`config.mk`:
```
export PLATFORM = sky130hd
export DESIGN_NAME = keypad_fifo_ctrl_flat
export DESIGN_NICKNAME = d
export VERILOG_FILES = /design/src/rtl/keypad_fifo_ctrl_if.sv /design/src/rtl/keypad_fifo_ctrl.sv /design/src/flat_wrapper.sv
export SDC_FILE = /design/constraint.sdc
export NUM_CORES = 1
export LEC_CHECK = 0
export ABC_AREA = 1
export CORE_MARGIN = 3
export CORE_UTILIZATION = 45
export DETAILED_ROUTE_END_ITERATION = 8
export GPL_TIMING_DRIVEN = 0
export PLACE_DENSITY_LB_ADDON = 0.05
export SYNTH_ARGS = -nofsm -noshare
export SYNTH_HDL_FRONTEND = slang
export SYNTH_SLANG_ARGS = --single-unit
```
`constraint.sdc`:
```
create_clock -name clock -period 1.9 [get_ports clock]
set_input_delay 0.19 -clock clock [delete_from_list [all_inputs] [get_ports clock]]
set_output_delay 0.19 -clock clock [all_outputs]
set_load 0.02 [all_outputs]
```
`src/rtl/keypad_fifo_ctrl_if.sv`:
```
// Handshake bundle between the keypad encoder/consumer and the FIFO controller.
// The overflow member only exists when KFC_OVERFLOW_EN is defined.
interface keypad_fifo_ctrl_if #(
  parameter int DEPTH_LOG2 = 4
);
  logic                  v;
  logic                  read;
  logic                  wr_enable;
  logic                  rd_enable;
  logic [DEPTH_LOG2-1:0] wr_addr;
  logic [DEPTH_LOG2-1:0] rd_addr;
  logic [DEPTH_LOG2:0]   count;
  logic                  full;
  logic                  empty;
  logic                  almost_full;
  logic                  valid;
`ifdef KFC_OVERFLOW_EN
  logic                  overflow;
`endif

  modport master (
`ifdef KFC_OVERFLOW_EN
    output overflow,
`endif
    input  v, read,
    output wr_enable, rd_enable, wr_addr, rd_addr, count,
    output full, empty, almost_full, valid
  );

  modport slave (
`ifdef KFC_OVERFLOW_EN
    input  overflow,
`endif
    output v, read,
    input  wr_enable, rd_enable, wr_addr, rd_addr, count,
    input  full, empty, almost_full, valid
  );
endinterface

```
`src/rtl/keypad_fifo_ctrl.sv`:
```
// Pointer/occupancy controller for a keypad FIFO backed by a synchronous RAM.
// Define KFC_OVERFLOW_EN to add the sticky overflow flag for dropped writes.
module keypad_fifo_ctrl #(
  parameter int DEPTH_LOG2 = 4,
  parameter int EDGE_MODE  = 1,
  parameter int AF_LEVEL   = (1 << DEPTH_LOG2) - 2
) (
  input logic                clock,
  input logic                reset,
  keypad_fifo_ctrl_if.master bus
);
  localparam logic [DEPTH_LOG2:0]   FullCnt = (DEPTH_LOG2+1)'(1 << DEPTH_LOG2);
  localparam logic [DEPTH_LOG2:0]   AfCnt   = (DEPTH_LOG2+1)'(AF_LEVEL);
  localparam logic [DEPTH_LOG2:0]   CntOne  = (DEPTH_LOG2+1)'(1);
  localparam logic [DEPTH_LOG2-1:0] PtrOne  = DEPTH_LOG2'(1);

  typedef enum logic {IDLE, HELD} edgeState_e;

  edgeState_e            state_q, state_d;
  logic [DEPTH_LOG2-1:0] wrPtr_q, wrPtr_d;
  logic [DEPTH_LOG2-1:0] rdPtr_q, rdPtr_d;
  logic [DEPTH_LOG2:0]   count_q, count_d;
  logic [DEPTH_LOG2-1:0] wrAddr_q, rdAddr_q;
  logic                  wrEnable_q, rdEnable_q, valid_q;
  logic                  full_q, empty_q, almostFull_q;
  logic                  wrReq, rdAcc, wrAcc, dropWr;

  // A held key stays in HELD until released, so it produces only one write.
  always_comb begin
    state_d = state_q;
    unique case (state_q)
      IDLE: if (bus.v)  state_d = HELD;
      HELD: if (!bus.v) state_d = IDLE;
    endcase
  end

  always_comb begin
    wrReq   = (EDGE_MODE != 0) ? (bus.v && (state_q == IDLE)) : bus.v;
    rdAcc   = bus.read && !empty_q;
    wrAcc   = wrReq && (!full_q || rdAcc);
    dropWr  = wrReq && full_q && !rdAcc;
    wrPtr_d = wrAcc ? wrPtr_q + PtrOne : wrPtr_q;
    rdPtr_d = rdAcc ? rdPtr_q + PtrOne : rdPtr_q;
    count_d = count_q;
    unique case ({wrAcc, rdAcc})
      2'b10:   count_d = count_q + CntOne;
      2'b01:   count_d = count_q - CntOne;
      default: count_d = count_q;
    endcase
  end

  // Flags come from count_d so they line up with the registered count.
  always_ff @(posedge clock) begin
    if (reset) begin
      state_q      <= IDLE;
      wrPtr_q      <= '0;
      rdPtr_q      <= '0;
      count_q      <= '0;
      wrAddr_q     <= '0;
      rdAddr_q     <= '0;
      wrEnable_q   <= 1'b0;
      rdEnable_q   <= 1'b0;
      valid_q      <= 1'b0;
      full_q       <= 1'b0;
      empty_q      <= 1'b1;
      almostFull_q <= 1'b0;
    end else begin
      state_q      <= state_d;
      wrPtr_q      <= wrPtr_d;
      rdPtr_q      <= rdPtr_d;
      count_q      <= count_d;
      wrEnable_q   <= wrAcc;
      rdEnable_q   <= rdAcc;
      valid_q      <= rdEnable_q;
      full_q       <= (count_d == FullCnt);
      empty_q      <= (count_d == '0);
      almostFull_q <= (count_d >= AfCnt);
      if (wrAcc) wrAddr_q <= wrPtr_q;
      if (rdAcc) rdAddr_q <= rdPtr_q;
    end
  end

`ifdef KFC_OVERFLOW_EN
  logic overflow_q;

  always_ff @(posedge clock) begin
    if (reset) overflow_q <= 1'b0;
    else       overflow_q <= overflow_q || dropWr;
  end

  assign bus.overflow = overflow_q;
`else
  logic unusedDrop;
  assign unusedDrop = dropWr;
`endif

  assign bus.wr_enable   = wrEnable_q;
  assign bus.rd_enable   = rdEnable_q;
  assign bus.wr_addr     = wrAddr_q;
  assign bus.rd_addr     = rdAddr_q;
  assign bus.count       = count_q;
  assign bus.full        = full_q;
  assign bus.empty       = empty_q;
  assign bus.almost_full = almostFull_q;
  assign bus.valid       = valid_q;
endmodule

```
`src/flat_wrapper.sv`:
```
// flat-port wrapper written by rule: the top's interface ports become plain ports
module keypad_fifo_ctrl_flat 
#(
  parameter int DEPTH_LOG2 = 4,
  parameter int EDGE_MODE  = 1,
  parameter int AF_LEVEL   = (1 << DEPTH_LOG2) - 2
)
  (clock, reset, bus_v, bus_read, bus_wr_enable, bus_rd_enable, bus_wr_addr, bus_rd_addr, bus_count, bus_full, bus_empty, bus_almost_full, bus_valid);
  keypad_fifo_ctrl_if #(.DEPTH_LOG2(DEPTH_LOG2)) bus_i ();
  input logic clock;
  input logic reset;
  input wire logic [$bits(bus_i.v)-1:0] bus_v;
  input wire logic [$bits(bus_i.read)-1:0] bus_read;
  output wire logic [$bits(bus_i.wr_enable)-1:0] bus_wr_enable;
  output wire logic [$bits(bus_i.rd_enable)-1:0] bus_rd_enable;
  output wire logic [$bits(bus_i.wr_addr)-1:0] bus_wr_addr;
  output wire logic [$bits(bus_i.rd_addr)-1:0] bus_rd_addr;
  output wire logic [$bits(bus_i.count)-1:0] bus_count;
  output wire logic [$bits(bus_i.full)-1:0] bus_full;
  output wire logic [$bits(bus_i.empty)-1:0] bus_empty;
  output wire logic [$bits(bus_i.almost_full)-1:0] bus_almost_full;
  output wire logic [$bits(bus_i.valid)-1:0] bus_valid;
  assign bus_i.v = bus_v;
  assign bus_i.read = bus_read;
  assign bus_wr_enable = bus_i.wr_enable;
  assign bus_rd_enable = bus_i.rd_enable;
  assign bus_wr_addr = bus_i.wr_addr;
  assign bus_rd_addr = bus_i.rd_addr;
  assign bus_count = bus_i.count;
  assign bus_full = bus_i.full;
  assign bus_empty = bus_i.empty;
  assign bus_almost_full = bus_i.almost_full;
  assign bus_valid = bus_i.valid;
  keypad_fifo_ctrl #(.DEPTH_LOG2(DEPTH_LOG2), .EDGE_MODE(EDGE_MODE), .AF_LEVEL(AF_LEVEL)) u_core (.clock(clock), .reset(reset), .bus(bus_i));
endmodule
```
==> results of run 1 <==
## path summary, 6_finish.rpt
check / startpoint / end / slack, ps
worst max register to register: u_core.bus.empty$_SDFF_PP1_ / u_core.bus.empty$_SDFF_PP1_ / 40
worst min-delay path: bus_v / u_core.state_q$_SDFF_PP0_ / 410
worst min register to register: u_core.bus.rd_enable$_SDFF_PP0_ / u_core.bus.valid$_SDFF_PP0_ / 430
worst max-delay path: bus_v / u_core.bus.empty$_SDFF_PP1_ / 30
## timing repair
action                     CTS  global route
hold buffers                 0             0
gates resized for setup      9             9
gates cloned                 0             0
setup endpoints to repair    4             5
pin swaps                    7            11
setup buffers                5             3
## layer usage
layer  wire [um]  track usage (%)  share of wire, %
met4          29             7.62               1.1
met5           0                0                 0
met3         135             3.34               5.1
met1        1190             20.8                45
met2        1270             29.4                48
## flip-flops by register name, summed over array words and instances, names as in the netlist
register                count
u_core.rdPtr_q              4
u_core.bus.wr_addr          4
u_core.wrPtr_q              4
u_core.state_q              1
u_core.bus.full             1
u_core.bus.rd_enable        1
u_core.bus.empty            1
u_core.bus.count            5
u_core.bus.wr_enable        1
u_core.bus.rd_addr          4
u_core.bus.valid            1
u_core.bus.almost_full      1
## kinds of logic (layout without fill, tap and decap cells)
kind of cell,Yosys count,in the layout
AO/OA/AOI/OAI,32,32
flip-flops,28,28
AND/OR/NAND/NOR,67,67
buffers and inverters,26,59
adder cells (fa/ha/maj),7,7
## cell type report
cell class / count / area (sq um)
repair buffers: 30 / 293
inverters: 22 / 82.6
flip-flops and latches: 28 / 564
multi-input cells: 106 / 626
clock buffers: 4 / 47.5
well taps: 30 / 37.5
plain buffers: 3 / 20.0
fillers: 218 / 852
## metrics by stage
step	cell area (sq um)	setup WS, ps
after floorplan	1230	3.82
after global placement	1490	-410
after detailed placement	1490	-450
after CTS	1610	-1.17
after global routing	1670	-82.7
final	1670	25.8
## placed cells by master (no fill, tap or decap), types with 3 or more instances in the layout
master           count
ha_1                 3
nor2_1              17
ha_4                 3
clkbuf_4             3
clkdlybuf4s50_1     22
inv_2                4
nand3_1             12
nand2_4              3
o21ai_0             11
nand2_1             28
dfxtp_1             27
buf_4                7
a21oi_1             15
inv_1               18
## critical path, cell delays in order
cell             delay [ps]
clkdlybuf4s50_1         460
inv_1                    50
nor2_1                  170
nand2_4                  80
ha_4                    190
buf_12                  130
ha_1                    280
nand2_1                  60
nand2_1                 100
nand3_1                  80
nand3_1                 100
nand3_2                 100
a21oi_2                 130
## power groups by stage
stage | Clock, mW | Sequential (mW) | Combinational [mW]
after floorplan | 0 | 0.911 | 0.472
after global placement | 0 | 0.799 | 0.858
after detailed placement | 0 | 0.805 | 0.885
after CTS | 0.343 | 0.798 | 0.979
after global routing | 0.373 | 0.829 | 1.17
final | 0.334 | 0.805 | 1.07
==> impl_results.md, run 1 <==
- Worst Max-Slew Pin Slew: 497 ps
- Total track usage: 17.2%
- Synth area leaders: dfxtp_1, nand2_1, a21oi_1, ha_1, inv_1
- CP arrival: 2140 ps
- Status: finished, final reports clean
- Ys Warns: 0
- Post-synth EDFFs: 0
- Pwr Density: 1320 mW/mm^2
- GPL Wtd Cong: 0.814
- Std cell rows: 18
- Crit path capture type: register
- Ant diodes: 0
- F_max: 0.534 GHz
- Internal power: 1.36 mW
- TritonCTS buffer count: 3
- ANT nets after route: 0
- Core area: 0.00252 sq mm
- Area leader, netlist: dfxtp_1
- Clock transition at path regs: 160 ps
- Compound-Gate Fraction of Synth Area: 14.1%
- CTS tree: done
- Initial antenna violation count: 0
- Via-per-instance ratio: 5.12
- Post-synth ARST share: 0%
- Mapped Area: 0.00122 sq mm
- Fin nets: 205
- Grt ovf: 0
- Worst Hold Class: primary input to register
- Yosys top cell area share: 46.1%
- Largest net degree at the start of global routing: 17
- Main synth FF type: dfxtp_1
- Post-synth cell types: 18
- Via count: 1141
- Setup TNS: 0 ps
- Setup violators final: 0
- Worst Reg-to-Reg Cells: 13
- Switching power: 0.850 mW
- Min Tclk post-route: 1870 ps
- Clock insertion delay at the later pin of the skew report: 330 ps
- Hold depth: 3
- I/O Pins: 23
- Multiplexer share of the synthesized area: 0%
- Synth cell count leaders: nand2_1, dfxtp_1, inv_1, nor2_1, a21oi_1
- Total die area: 0.00336 sq mm
- Combinational Power Share: 48.4%
- Root buffer cell: clkbuf_4
- Starting Density: 48.2%
- WP data required: 2160 ps
- Final Skew: 13.6 ps
- Leak: 0.709 nW
- CP max FO: 5
- Slew headroom: 66.9%
- Largest family of logic cells by synthesized area: simple AND/OR/NAND/NOR gates
- Final Hold Viols: 0
- Simple-gate portion of the synthesized area: 23.1%
- Die Span Y: 58.0 um
- Post-Syn Nets: 171
- Total wire length: 2630 um
- Final Max Slew Viols: 0
- Port-buffer cells: 22
- CTS HTree Levels: 1
- Post-Synthesis Cells: 160
- RSZ-0062 raised after global routing: true
- Drt pass-1 iters: 4
- Final Power: 2.21 mW
- DR WL/cell: 11.8 um
- Clk sinks: 28
- VDD IR max: 0.000978 V
- Placed cells: 212
- Sequential area share after synthesis: 46.1%
- First-pass GRT wire length: 4500 um
- Syn Area/Cell: 7.60 sq um
- CP Class: primary input to register
- Vias in the first global route: 1099
- Adder-cell area share of the yosys netlist: 7.82%
- CP Launch Type: primary input
- Final cell count without fillers: 223
- Post-Synth XOR/XNOR Area: 0%
- Crit share post-route: 98.6%
- Residual DRC: 0
- Sw Share: 38.5%
- #FFs+latches synth: 28
- Layout cells sized above 1: 18.1%
- Register share of total power: 36.5%
- Iter 0 DRT Violations: 28
- Number of max-cap violations: 0
- Hold slack: 407 ps
- P&R area growth vs syn: 37.3%
- Final Util: 66.2%
- Count leader, synth: nand2_1
- HPWL Detailed: 1830 um
- Clock Path Buffers: 2
- Clock power frac: 15.1%
- Die X: 58.0 um
Power figures use the tool's default switching activity.
==> inputs of run 2 (changes only) <==
--- a/config.mk
+++ b/config.mk
@@ -8,8 +8,8 @@
 export ABC_AREA = 1
 export CORE_MARGIN = 3
 export CORE_UTILIZATION = 45
+export CTS_BUF_LIST = sky130_fd_sc_hd__clkbuf_8
 export DETAILED_ROUTE_END_ITERATION = 8
-export GPL_TIMING_DRIVEN = 0
 export PLACE_DENSITY_LB_ADDON = 0.05
 export SYNTH_ARGS = -nofsm -noshare
 export SYNTH_HDL_FRONTEND = slang
==> run 2 against run 1 <==
  * Cell count grew 1.8%
  * Highest routed layer unchanged
  * Clock-buffer cell count decreased by 1
  * Utilization is 0.099 points lower
  * Global-route usage fell by 1.2 points
  * Power fell by 0.57%
  * Fmax increased by 0.82%
  * Hold slack got worse by 130 ps
  * Sequential power down 1%
==> impl_results.md, run 2 (synthesis results as in run 1) <==
- Status: finished, final reports clean
- Number of max-cap violations: 0 (unchanged)
- Placed cell areas: 0.00155 sq mm (+3.7%)
- Most used cell, CP: nand2_2
- Slowest cell delay on critical path: 450 ps (about the same)
- Final Util: 66.1% (-0.099 points)
- Clk sinks: 28 (unchanged)
- CP endpoint: u_core.bus.empty$_SDFF_PP1_
- P&R area growth vs syn: 37.1%
- Vias in the first global route: 989 (-10%)
- Crit share post-route: 97.8% (-0.80 points)
- Total die area: 0.00336 sq mm (unchanged)
- Layout cells sized above 1: 18.3% (+0.14 points)
- Hold slack: 280 ps (-127 ps)
- RSZ-0062 raised after global routing: true
- Initial antenna violation count: 0 (unchanged)
- TritonCTS buffer count: 3 (unchanged)
- Min Tclk post-route: 1860 ps (-15.2 ps)
- Final Max Slew Viols: 0 (unchanged)
- Die X: 58.0 um (unchanged)
- Via count: 1121 (-1.8%)
- Switching power: 0.834 mW (-1.9%)
- Most frequent cells in the layout: nand2_1, dfxtp_1, inv_1, clkdlybuf4s50_1, nor2_1
- Grt ovf: 0 (unchanged)
- Most common cell after layout, fill and taps aside: nand2_1
- # fillers: 227 (+4.1%)
- CP Launch Type: register
- Levels on crit path: 11 (-2)
- Critical path, cell by cell: inv_2 -> nand2_4 -> nand2_2 -> nand2_2 -> ha_4 -> fa_2 -> o21ai_2 -> nand2_1 -> nor2_2 -> nand3_2 -> a21oi_2
- GPL Wtd Cong: 0.841 (+3.3%)
- CTS HTree Levels: 1 (unchanged)
- Std cell rows: 18 (unchanged)
- Finished Cell Area: 0.00167 sq mm (-0.15%)
- CP Class: register to register
- Internal power: 1.36 mW (+0.25%)
- Port-buffer cells: 22 (unchanged)
- Worst path slowest cell: fa_2
- Core area: 0.00252 sq mm (unchanged)
- Pwr Density: 1320 mW/mm^2 (-0.42%)
- Total track usage: 15.9% (-1.2 points)
- Root buffer cell: clkbuf_8
- Residual DRC: 0 (unchanged)
- Setup TNS: 0 ps (unchanged)
- Worst Reg-to-Reg Cells: 11 (-2)
- CP arrival: 2060 ps (-80 ps)
- DR WL/cell: 11.1 um (-5.8%)
- Flop-to-flop setup slack: 40 ps (about the same)
- Drt pass-1 iters: 4 (unchanged)
- Max reg flops: 5 (unchanged)
- Clock transition at path regs: 90 ps (-70 ps)
- ANT nets after route: 0 (unchanged)
- Reg2Reg Capture Point: u_core.bus.empty$_SDFF_PP1_
- Setup violators final: 0 (unchanged)
- Iter 0 DRT Violations: 33 (+18%)
- Ant diodes: 0 (unchanged)
- I/O Pins: 23 (unchanged)
- Leak: 0.744 nW (+5.1%)
- Multi-input gate area: 601 sq um (-4.0%)
- Worst Hold Class: primary input to register
- Clock insertion delay at the later pin of the skew report: 270 ps (-60 ps)
- F_max: 0.538 GHz (+0.82%)
- Largest net degree at the start of global routing: 16 (-1)
- Via-per-instance ratio: 4.94 (-3.5%)
- Combinational Power Share: 49.3% (+0.9 points)
- RR Startpoint: u_core.bus.empty$_SDFF_PP1_
- WP data required: 2100 ps (-60 ps)
- First-pass GRT wire length: 4200 um (-6.7%)
- Die Span Y: 58.0 um (unchanged)
- HPWL Detailed: 1810 um (-1.2%)
- Fin nets: 209 (+2.0%)
- Clock power frac: 14.4% (-0.7 points)
- CP delay by family, top: adder cells
- Register Area: 564 sq um (unchanged)
- Worst Max-Slew Pin Slew: 412 ps (-85.0 ps)
- Register share of total power: 36.2% (-0.3 points)
- Slew headroom: 72.5% (+5.6 points)
- Worst path bufs/invs: 1 (-2)
- CTS tree: done
- Clock Path Buffers: 2 (unchanged)
- Total wire length: 2520 um (-4.1%)
- VDD IR max: 0.000872 V (-11%)
- Final Hold Viols: 0 (unchanged)
- Crit path capture type: register
- CP max FO: 5 (unchanged)
- Starting Density: 48.2% (unchanged)
- Hold depth: 4 (+1)
- Final Skew: 2.26 ps (-11.3 ps)
- Sw Share: 38.0% (-0.51 points)
- Critical path startpoint: u_core.bus.empty$_SDFF_PP1_
run 2: layout make-up:
type,instances,share of cell area [%]
multi-input cells,106,36.0
flip-flops and latches,28,33.8
clock inverters,1,0.225
inverters,22,4.95
clock buffers,3,2.48
repair buffers,37,20.3
well taps,30,2.25
run 2: per-layer routing:
layer  vias up  routed length (um)  GRT usage, %
li1        587                   -             -
met1       502                1170          21.2
met2        30                1180          26.0
met3         2                 163          4.23
met4         0                   8          3.64
met5         -                   0             0
run 2: through the flow:
| stage | power [mW] | instances | setup WS (ps) |
|---|---|---|---|
| detailed placement | 1.77 | 219 | -319 |
| finish | 2.19 | 227 | 41.0 |
| CTS | 2.11 | 223 | 11.2 |
| global placement | 1.75 | 219 | -279 |
| global route | 2.37 | 227 | -71.1 |
| floorplan | 1.38 | 160 | 3.82 |
run 2: what timing repair did:
action | CTS | global route
pin swaps | 0 | 9
setup endpoints to repair | 1 | 5
cloned | 0 | 0
hold buffers | 0 | 0
setup buffers | 0 | 4
resized for setup | 2 | 10
run 2: worst min path at each step:
stage / start / to
3_5_place_dp: u_core.bus.rd_enable$_SDFF_PP0_ / u_core.bus.valid$_SDFF_PP0_
6_report: bus_v / u_core.state_q$_SDFF_PP0_
3_3_place_gp: u_core.bus.rd_enable$_SDFF_PP0_ / u_core.bus.valid$_SDFF_PP0_
4_1_cts: u_core.bus.rd_enable$_SDFF_PP0_ / u_core.bus.valid$_SDFF_PP0_
2_1_floorplan: reset / u_core.bus.count[1]$_SDFF_PP0_
5_1_grt: bus_v / u_core.state_q$_SDFF_PP0_
run 2: worst register-to-register path, cell delays in order (launching register included):
cell	delay, ps
dfxtp_4	350
inv_2	60
nand2_4	50
nand2_2	60
nand2_2	70
ha_4	190
fa_2	460
o21ai_2	160
nand2_1	80
nor2_2	90
nand3_2	90
a21oi_2	140
run 2: power groups by stage:
stage,logic [mW],registers [mW],clock network (mW)
2_1_floorplan,0.472,0.911,0
3_3_place_gp,0.947,0.801,0
3_5_place_dp,0.965,0.805,0
4_1_cts,0.988,0.793,0.330
5_1_grt,1.20,0.816,0.353
6_report,1.08,0.795,0.316
==> inputs of run 3 (changes only) <==
--- a/config.mk
+++ b/config.mk
@@ -7,10 +7,11 @@
 export LEC_CHECK = 0
 export ABC_AREA = 1
 export CORE_MARGIN = 3
-export CORE_UTILIZATION = 45
+export CORE_UTILIZATION = 48
 export CTS_BUF_LIST = sky130_fd_sc_hd__clkbuf_8
 export DETAILED_ROUTE_END_ITERATION = 8
 export PLACE_DENSITY_LB_ADDON = 0.05
+export SKIP_LAST_GASP = 1
 export SYNTH_ARGS = -nofsm -noshare
 export SYNTH_HDL_FRONTEND = slang
 export SYNTH_SLANG_ARGS = --single-unit
==> run 3 against run 2 <==
  * Sequential cell count unchanged
  * Utilization rose by 6.6 points
  * Register-to-register slack about the same
  * Wire length grew 0.36%
  * Largest power group unchanged
  * Critical path depth unchanged
  * Fmax increased by 0.24%
  * Highest routed layer unchanged
==> impl_results.md, run 3 (synthesis results as in run 1) <==
- Final WS setup: 45.4 ps (+4.41 ps)
- CP Launch Type: register
- Min Tclk post-route: 1850 ps (-4.41 ps)
- Slew headroom: 75.2% (+2.7 points)
- Register Area: 564 sq um (unchanged)
- Number of max-cap violations: 0 (unchanged)
- Worst Hold Class: primary input to register
- Worst slack, placed: -304 ps (+15.1 ps)
- CTS HTree Levels: 1 (unchanged)
- Core area: 0.00230 sq mm (-8.9%)
- Via-per-instance ratio: 5.10 (+3.4%)
- Root buffer cell: clkbuf_8
- Slowest cell delay on critical path: 450 ps (about the same)
- Most frequent cells in the layout: nand2_1, dfxtp_1, clkdlybuf4s50_1, inv_1, nor2_1
- Starting Density: 52.9% (+4.7 points)
- Final Skew: 1.44 ps (-0.819 ps)
- Die Span Y: 56.3 um (-2.8%)
- RSZ-0062 raised after global routing: true
- Critical path, cell by cell: inv_4 -> nand2_4 -> nand2_2 -> nand2_2 -> ha_4 -> fa_2 -> o21ai_2 -> nand2_1 -> nor2_2 -> nand3_2 -> a21oi_2
- Most used cell, CP: nand2_2
- Vias in the first global route: 970 (-1.9%)
- # fillers: 181 (-20%)
- ANT nets after route: 0 (unchanged)
- First-pass GRT wire length: 4130 um (-1.5%)
- Std cell rows: 17 (-1)
- CP Class: register to register
- Worst Max-Slew Pin Slew: 372 ps (-39.9 ps)
- Clock Path Buffers: 2 (unchanged)
- Residual DRC: 0 (unchanged)
- Final cell count without fillers: 221 (-2.6%)
- Final Util: 72.7% (+6.6 points)
- Placed cells: 216 (-1.4%)
- Die X: 56.3 um (-2.8%)
- CP max FO: 5 (unchanged)
- DR WL/cell: 11.4 um (+3.1%)
- Multi-input gate area: 607 sq um (+1.0%)
- WP data required: 2120 ps (+20 ps)
- Final Max Slew Viols: 0 (unchanged)
- Max reg flops: 5 (unchanged)
- Final Hold Viols: 0 (unchanged)
- CP arrival: 2070 ps (about the same)
- Final Power: 2.33 mW (+6.0%)
- Status: finished, final reports clean
- Total wire length: 2530 um (+0.36%)
- VDD IR max: 0.00114 V (+30%)
- Pwr Density: 1390 mW/mm^2 (+5.9%)
- CTS tree: done
- Ant diodes: 0 (unchanged)
- Hold depth: 4 (unchanged)
- Leak: 0.734 nW (-1.5%)
- Total die area: 0.00317 sq mm (-5.6%)
- Layout cells sized above 1: 18.1% (-0.14 points)
- Iter 0 DRT Violations: 22 (-33%)
- Worst path slowest cell: fa_2
- Setup violators final: 0 (unchanged)
- HPWL Detailed: 1800 um (-0.33%)
- Clock transition at path regs: 90 ps (about the same)
- Grt ovf: 0 (unchanged)
- Worst Reg-to-Reg Cells: 11 (unchanged)
- Crit share post-route: 97.6% (-0.23 points)
- Clock insertion delay at the later pin of the skew report: 280 ps (about the same)
- Total track usage: 16.3% (+0.37 points)
- Post-CTS Hold Buffers: 0 (unchanged)
- Crit path capture type: register
- Fin nets: 205 (-1.9%)
- I/O Pins: 23 (unchanged)
- GPL Wtd Cong: 0.930 (+11%)
- Via count: 1128 (+0.62%)
- Initial antenna violation count: 0 (unchanged)
- Drt pass-1 iters: 4 (unchanged)
- Most common cell after layout, fill and taps aside: nand2_1
- TritonCTS buffer count: 3 (unchanged)
- Clk sinks: 28 (unchanged)
- Largest net degree at the start of global routing: 17 (+1)
- P&R area growth vs syn: 37.3%
- Setup TNS: 0 ps (unchanged)
- F_max: 0.539 GHz (+0.24%)
- Port-buffer cells: 22 (unchanged)
==> run 3: cell count changes in the layout (fill, tap and decap cells not counted), sizes merged <==
cell / before / now
inv: 23 / 22
bufinv: 0 / 1
buf: 15 / 11
==> run 3: per-layer routing <==
layer | global-route usage, % | share of wire (%)
met2 | 26.4 | 48
met3 | 5.75 | 5.6
met4 | 7.12 | 2.2
met5 | 0 | 0
met1 | 19.4 | 44
==> run 3: per-stage QoR <==
| stage | cell area (sq um) | hold WS, ps |
|---|---|---|
| 3_3_place_gp | 1540 | 410 |
| 6_report | 1670 | 261 |
| 3_5_place_dp | 1540 | 416 |
| 2_1_floorplan | 1230 | 274 |
| 5_1_grt | 1670 | 279 |
| 4_1_cts | 1620 | 432 |
==> run 3: what timing repair did <==
| item | CTS | global route |
|---|---|---|
| resized for setup | 2 | 14 |
| pin swaps | 0 | 8 |
| setup buffers | 0 | 1 |
| setup endpoints to repair | 2 | 5 |
==> run 3: area by class of cell <==
cell class	count	area share [%]
clock buffers	3	2.47
clock inverters	1	1.80
inverters	22	5.09
multi-input cells	106	36.3
flip-flops and latches	28	33.8
well taps	28	2.10
repair buffers	33	18.4
==> run 3: path summary, 6_finish.rpt <==
check	to	start	slack [ps]
setup / recovery	u_core.bus.empty$_SDFF_PP1_	u_core.bus.empty$_SDFF_PP1_	50
hold reg to reg	u_core.bus.valid$_SDFF_PP0_	u_core.bus.rd_enable$_SDFF_PP0_	430
hold / removal	u_core.state_q$_SDFF_PP0_	bus_v	260
setup reg to reg	u_core.bus.empty$_SDFF_PP1_	u_core.bus.empty$_SDFF_PP1_	50
==> run 3: worst max-delay path, delay by kind of cell, from the launching register on <==
kind                       cells  cell delay [ps]
AOI/OAI and AO/OA              2              290
adders and majority gates      2              630
buffers and inverters          1               30
DFF                            1              370
and+or+nand+nor                6              470
==> run 3: power breakdown <==
group,internal [mW],switching (mW)
sequential,0.708,0.0926
clock,0.282,0.187
combinational,0.479,0.577
